--- src/rtl/data_sram_like_bridge.sv ---
// M-stage data port to sram-like (req/addr_ok/data_ok) bus bridge with stall and result hold.
// Optional SRAM_LIKE_FASTPATH_EN: forward data_ok straight to the core and skip the DONE cycle.
module data_sram_like_bridge #(
    parameter int unsigned ADDR_W   = 32,
    parameter int unsigned DATA_W   = 32,
    parameter int unsigned KSEG_MAP = 1
) (
    input  logic              clk,
    input  logic              rst,
    input  logic              cpu_en_i,
    input  logic [3:0]        cpu_wen_i,
    input  logic [1:0]        cpu_size_i,
    input  logic [ADDR_W-1:0] cpu_addr_i,
    input  logic [DATA_W-1:0] cpu_wdata_i,
    input  logic              cpu_flush_i,
    input  logic              cpu_longest_stall_i,
    output logic [DATA_W-1:0] cpu_rdata_o,
    output logic              cpu_stall_o,
    output logic              data_req_o,
    output logic              data_wr_o,
    output logic [1:0]        data_size_o,
    output logic [ADDR_W-1:0] data_addr_o,
    output logic [DATA_W-1:0] data_wdata_o,
    input  logic              data_addr_ok_i,
    input  logic              data_data_ok_i,
    input  logic [DATA_W-1:0] data_rdata_i
);

    typedef enum logic [1:0] {
        IDLE = 2'd0,
        REQ  = 2'd1,
        WAIT = 2'd2,
        DONE = 2'd3
    } state_e;

    state_e            state_q, state_d;
    logic [DATA_W-1:0] rdata_q, rdata_d;
    logic [ADDR_W-1:0] paddr;
    logic              fld_vld;
    logic              complete;
    logic              fast_hit;

    // kseg0/kseg1 fixed unmapping: strip the top three segment bits
    always_comb begin
        paddr = cpu_addr_i;
        if ((KSEG_MAP != 0) &&
            ((cpu_addr_i[ADDR_W-1 -: 3] == 3'b100) || (cpu_addr_i[ADDR_W-1 -: 3] == 3'b101))) begin
            paddr = {3'b000, cpu_addr_i[ADDR_W-4:0]};
        end
    end

    // Request fields are quiet only when idle with no access presented
    assign fld_vld      = (state_q != IDLE) | cpu_en_i;
    assign data_wr_o    = fld_vld & (|cpu_wen_i);
    assign data_addr_o  = fld_vld ? paddr : '0;
    assign data_wdata_o = fld_vld ? cpu_wdata_i : '0;
    assign data_size_o  = cpu_size_i;
    assign cpu_rdata_o  = fast_hit ? data_rdata_i : rdata_q;

    always_comb begin
        state_d     = state_q;
        rdata_d     = rdata_q;
        data_req_o  = 1'b0;
        cpu_stall_o = 1'b0;
        complete    = 1'b0;
        fast_hit    = 1'b0;
        case (state_q)
            IDLE: begin
                data_req_o  = cpu_en_i & ~cpu_flush_i;
                cpu_stall_o = cpu_en_i & ~cpu_flush_i;
                if (cpu_en_i && !cpu_flush_i) begin
                    if (data_addr_ok_i && data_data_ok_i) begin
                        rdata_d = data_rdata_i;
                        state_d = DONE;
                    end else if (data_addr_ok_i) begin
                        state_d = WAIT;
                    end else begin
                        state_d = REQ;
                    end
                end
            end
            REQ: begin
                data_req_o  = 1'b1;
                cpu_stall_o = cpu_en_i;
                if (data_addr_ok_i) begin
                    if (data_data_ok_i) begin
                        complete = 1'b1;
                    end else begin
                        state_d = WAIT;
                    end
                end
            end
            WAIT: begin
                cpu_stall_o = cpu_en_i;
                if (data_data_ok_i) begin
                    complete = 1'b1;
                end
            end
            DONE: begin
                // Leave together with the pipeline advance, otherwise hold the result
                if (!cpu_longest_stall_i) begin
                    state_d = IDLE;
                end
            end
            default: state_d = IDLE;
        endcase

        if (complete) begin
            rdata_d = data_rdata_i;
            state_d = DONE;
`ifdef SRAM_LIKE_FASTPATH_EN
            if (!cpu_longest_stall_i) begin
                fast_hit    = 1'b1;
                cpu_stall_o = 1'b0;
                state_d     = IDLE;
            end
`endif
        end
    end

    always_ff @(posedge clk or posedge rst) begin
        if (rst) begin
            state_q <= IDLE;
            rdata_q <= '0;
        end else begin
            state_q <= state_d;
            rdata_q <= rdata_d;
        end
    end

endmodule

--- config.mk ---
export PLATFORM = sky130hd
export DESIGN_NAME = data_sram_like_bridge
export DESIGN_NICKNAME = d
export VERILOG_FILES = /design/src/rtl/data_sram_like_bridge.sv
export SDC_FILE = /design/constraint.sdc
export NUM_CORES = 1
export LEC_CHECK = 0
export ABC_AREA = 1
export BUFFER_PORTS_ARGS = -buffer_cell sky130_fd_sc_hd__buf_2
export CORE_MARGIN = 5
export CORE_UTILIZATION = 36
export CTS_CLUSTER_SIZE = 25
export DETAILED_ROUTE_END_ITERATION = 12
export PLACE_DENSITY_LB_ADDON = 0.05
export SYNTH_ARGS = -nofsm -noshare
export SYNTH_HDL_FRONTEND = slang
export SYNTH_SLANG_ARGS = --single-unit
--- constraint.sdc ---
create_clock -name clk -period 2 [get_ports clk]
set_input_delay 0.2 -clock clk [delete_from_list [all_inputs] [get_ports clk]]
set_output_delay 0.2 -clock clk [all_outputs]
set_load 0.03 [all_outputs]
== Word level (Yosys, flattened, before mapping) ==
Cells that the tools add are included.

* Bits of input ports: 109
* Output and inout bits: 101
* Logic and storage cells: 49
* Bits in registers: 34

* Equal/unequal tests: 9
* Mux-type cells: 20
* Bitwise operators: 4
* Reductions and logical operators: 14

{| class="wikitable"
|+ Operator list
! cell !! number
|-
| two-way mux 32 bit || 7
|-
| two-way mux 2 bit || 7
|-
| != test 3 bit (second input constant) || 4
|-
| nonzero test 2 bit || 4
|-
| == test 3 bit (second input constant) || 2
|-
| one-hot mux 1 bit (2 select lines) || 3
|-
| one-hot mux 2 bit (3 select lines) || 1
|-
| AND reduction 5 bit || 1
|-
| == test 2 bit (second input constant) || 2
|-
| nonzero test 4 bit || 1
|-
| OR reduction 4 bit || 1
|-
| AND reduction 3 bit || 1
|-
| bitwise AND 1 bit || 2
|-
| == test 2 x 1 -> 1 bit (second input constant) || 1
|-
| logical AND 1 bit || 2
|-
| logical NOT 2 bit || 1
|-
| two-way mux 1 bit || 2
|-
| OR reduction 2 bit || 1
|-
| logical NOT 1 bit || 1
|-
| logical OR 1 bit || 1
|-
| inverter 1 bit || 1
|-
| bitwise OR 1 bit || 1
|}

== Longest topological paths before layout ==
* Depth after elaboration: 5
* Gate-level depth with buffers: 9
* Gate-level depth less buffers: 9

== Least setup slack after synthesis ==
Ideal clock, no wire load.

* Kind: register -> output
* From: register state_q[0]
* To: output data_addr_o[31]
* Cell stages (with the launch flop): 7
* Required time: 1800 ps
* Arrival time: 1554 ps
* Path slack: 246 ps
* Cells stage by stage: dfrtp_1 > inv_1 > ha_1 > inv_1 > nor2_1 > buf_2 > nor3_1

* Cells in the longest elaborated chain, start to end: 3

{| class="wikitable"
|+ RTL lines
! item !! line !! RTL
|-
| start, declared || 36 || <nowiki>state_e state_q, state_d;</nowiki>
|-
| start signal, assigned || 126 || <nowiki>state_q <= state_d;</nowiki>
|-
| nonzero test 2 bit || 53 || <nowiki>assign fld_vld = (state_q != IDLE) | cpu_en_i;</nowiki>
|-
| bitwise OR 1 bit || 53 ||
|-
| two-way mux 32 bit || 55 || <nowiki>assign data_addr_o = fld_vld ? paddr : '0;</nowiki>
|-
| end, declared || 22 || <nowiki>output logic [ADDR_W-1:0] data_addr_o,</nowiki>
|}

No other way between the ends.

== Final worst setup path ==
Ends and elaborated chain as after synthesis.

==> flow_metrics.py <==
metrics = {
    "cells_and_area": {
        "n_fill_cell": 574,
        "nets": 632,
        "ff_latch_area_um2": 851,
        "final_util": 0.582,
        "drive_gt1_frac": 0.426,
        "multiInputGateArea_um2": 848,
        "syn2layout_area_growth_pct": 55.8,
        "fin_cells": 591,
        "antennaDiodeCount": 0,
    },
    "pwr": {
        "p_switching_mw": 2.54,
        "power_mw": 4.69,
        "power.density_nw_per_um2": 1450,
        "internal-power_mw": 2.15,
        "power_frac_clock": 0.098,
        "max-vdd-ir-drop_uv": 814,
        "seqPwrFrac": 0.255,
        "power.share.switching": 0.542,
        "combPwrFrac": 0.648,
        "leakage_nw": 2.21,
    },
    "floorplanning": {
        "start_util": 0.374,
        "die_y_um": 86.1,
        "io-pin-count": 210,
        "rows": 27,
        "die_area_um2": 7400,
        "core_area_um2": 5570,
        "die_w_um": 86.1,
    },
    "placement": {
        "place_inst": 583,
        "globalplace.congestion": 0.926,
        "portBuffers": 205,
        "place_hpwl_um": 6210,
    },
    "clock_network": {
        "clk_pin_slew_worst_paths_ns": 0.06,
        "cts_tree": "done",
        "clock_path_buffers": 2,
        "clock-sinks": 34,
        "ctsHtreeMaxLevel": 2,
        "postCtsSetupBuffers": 0,
        "cts-root-buf": "clkbuf_8",
        "insertion_delay_ns": 0.28,
        "cts_buffers": 5,
    },
    "timing": {
        "min_period_ns": 1.86,
        "maxSlewHeadroom": 0.716,
        "finalCritPeriodShare": 0.932,
        "tightest_slew_ns": 0.426,
        "fin_tns_setup_ns": 0,
        "hold_violations": 0,
        "slew_viol_final": 0,
        "finalSetupViolCount": 0,
        "skew_ns": 0.00237,
        "timing.fmax_mhz": 536,
    },
    "worst_setup_path": {
        "cp.arrival_ns": 1.66,
        "critical_path_peak_fanout": 32,
        "critical_path_class": "reg2out",
        "startpoint_type": "register",
        "crit_path_end_kind": "output pin",
        "worst-endpoint-required_ns": 1.80,
    },
    "synth": {
        "ys_top_cells_by_count": "nand2_1, inv_1, nor2_1",
        "async_flop_share": 1.00,
        "ys_seq_area_frac": 0.409,
        "synth_fp_nets": 433,
        "ys_ff_latch": 34,
        "synth_area_um2": 2080,
        "postSynthAreaPerCell_um2": 6.51,
        "synth_warnings": 0,
        "ys.flop_type": "dfrtp_1",
        "synth.distinct_cells": 19,
        "synth_edf_count": 0,
        "yosysMostFrequentCell": "nand2_1",
        "syn_inst": 320,
        "synth.top_cells.by_area": "dfrtp_1, nand2_1, inv_1",
        "synth_top_cell_area_share": 0.409,
        "yosys.area.top_type": "dfrtp_1",
    },
    "global_routing": {
        "grtUsageTotal": 0.202,
        "overflow": 0,
        "grt_pass1_vias": 2433,
        "grt_max_degree": 66,
        "grt_pass1_wl_um": 12100,
        "antenna_found_initial": 0,
    },
    "routing": {
        "dr.pass1.iters": 4,
        "remaining_drc_errors": 0,
        "via_per_inst": 4.30,
        "drtAntennaViolNets": 0,
        "avgRoutedWirePerCell_um": 13.2,
        "wirelength_um": 7820,
        "via_count": 2543,
        "dr.first_iter.drc_count": 90,
    },
    "status": {
        "status": "finished clean",
    },
    "run": {
        "maxCapViolations": 0,
    },
    "hold_path": {
        "hold_path_class": "in2async",
    },
}
critical path, stage by stage, from the launching register on:
cell	delay (ns)
dfrtp_1	0.39
inv_1	0.08
ha_1	0.22
inv_1	0.12
nor2_4	0.06
clkbuf_16	0.20
nor3_2	0.13
buf_4	0.18
timing repair:
item                       4_1_cts  5_1_grt
hold endpoints to repair         0        0
gates resized for setup          0        2
setup endpoints to repair        0       41
hold buffers                     0        0
final cells by class:
type / count / share of cell area
tap: 72 / 0.0278
sequential: 34 / 0.262
timing repair buffer: 211 / 0.340
multi-input combinational: 194 / 0.262
clock buffer: 7 / 0.0235
inverter: 73 / 0.0845
per-stage QoR:
| step | hold WS [ns] | setup slack (ns) | cell area [um^2] |
|---|---|---|---|
| global route | 0.0461 | -0.00475 | 3240 |
| global placement | 0.312 | 0.332 | 3130 |
| CTS | 0.0109 | 0.0573 | 3210 |
| detailed placement | 0.319 | 0.245 | 3130 |
| finish | 0.00382 | 0.136 | 3240 |
| floorplan | 0.310 | 0.246 | 2080 |
registers in the layout, summed over array words and instances, names as in the netlist:
| name | count |
|---|---|
| state_q | 2 |
| cpu_rdata_o | 32 |
cell families after synthesis:
kind of cell    after synthesis  share of synthesized area
simple gates                186                      0.368
buf+inv                      92                      0.190
flops                        34                      0.409
compound gates                4                    0.00962
fa+ha+maj                     4                     0.0240
final timing paths:
check                                      start         endpoint  slack, ns  cells after the start
worst max-delay path                  state_q[0]  data_addr_o[31]       0.14                      7
worst min-delay path                         rst  cpu_rdata_o[21]      0.004                      3
worst max register to register        state_q[0]  cpu_rdata_o[17]       0.24                      7
worst min register to register   cpu_rdata_o[31]  cpu_rdata_o[31]       0.50                      2
max in group asynchronous                    rst  cpu_rdata_o[24]       1.69                      3
min in group clk                data_rdata_i[21]  cpu_rdata_o[21]       0.11                      3
layer usage:
layer,up-vias,track usage,part of all wire
li1,1313,-,-
met1,1100,0.231,0.38
met2,116,0.358,0.49
met3,14,0.0605,0.10
met4,0,0.0647,0.021
met5,-,0,0
cell usage in the layout, fill, tap and decap left out, drive strengths merged:
| master | Yosys | layout |
|---|---|---|
| a21oi | 2 | 2 |
| buf | 18 | 210 |
| clkbuf | 1 | 8 |
| dfrtp | 34 | 34 |
| ha | 4 | 4 |
| inv | 73 | 73 |
| nand2 | 80 | 80 |
| nand3 | 37 | 37 |
| nor2 | 66 | 66 |
| nor3 | 1 | 1 |
| nor4 | 1 | 1 |
| o21ai | 2 | 2 |
| or2 | 1 | 1 |
power by group through the flow:
stage / combinational [mW] / sequential, mW / clock [mW]
after CTS: 3.04 / 1.20 / 0.478
after global placement: 3.00 / 1.20 / 0
final: 3.04 / 1.20 / 0.459
after floorplan: 1.57 / 1.77 / 0
after detailed placement: 3.04 / 1.20 / 0
after global routing: 3.32 / 1.24 / 0.513
Note: power is estimated with default switching activity, not from simulation.
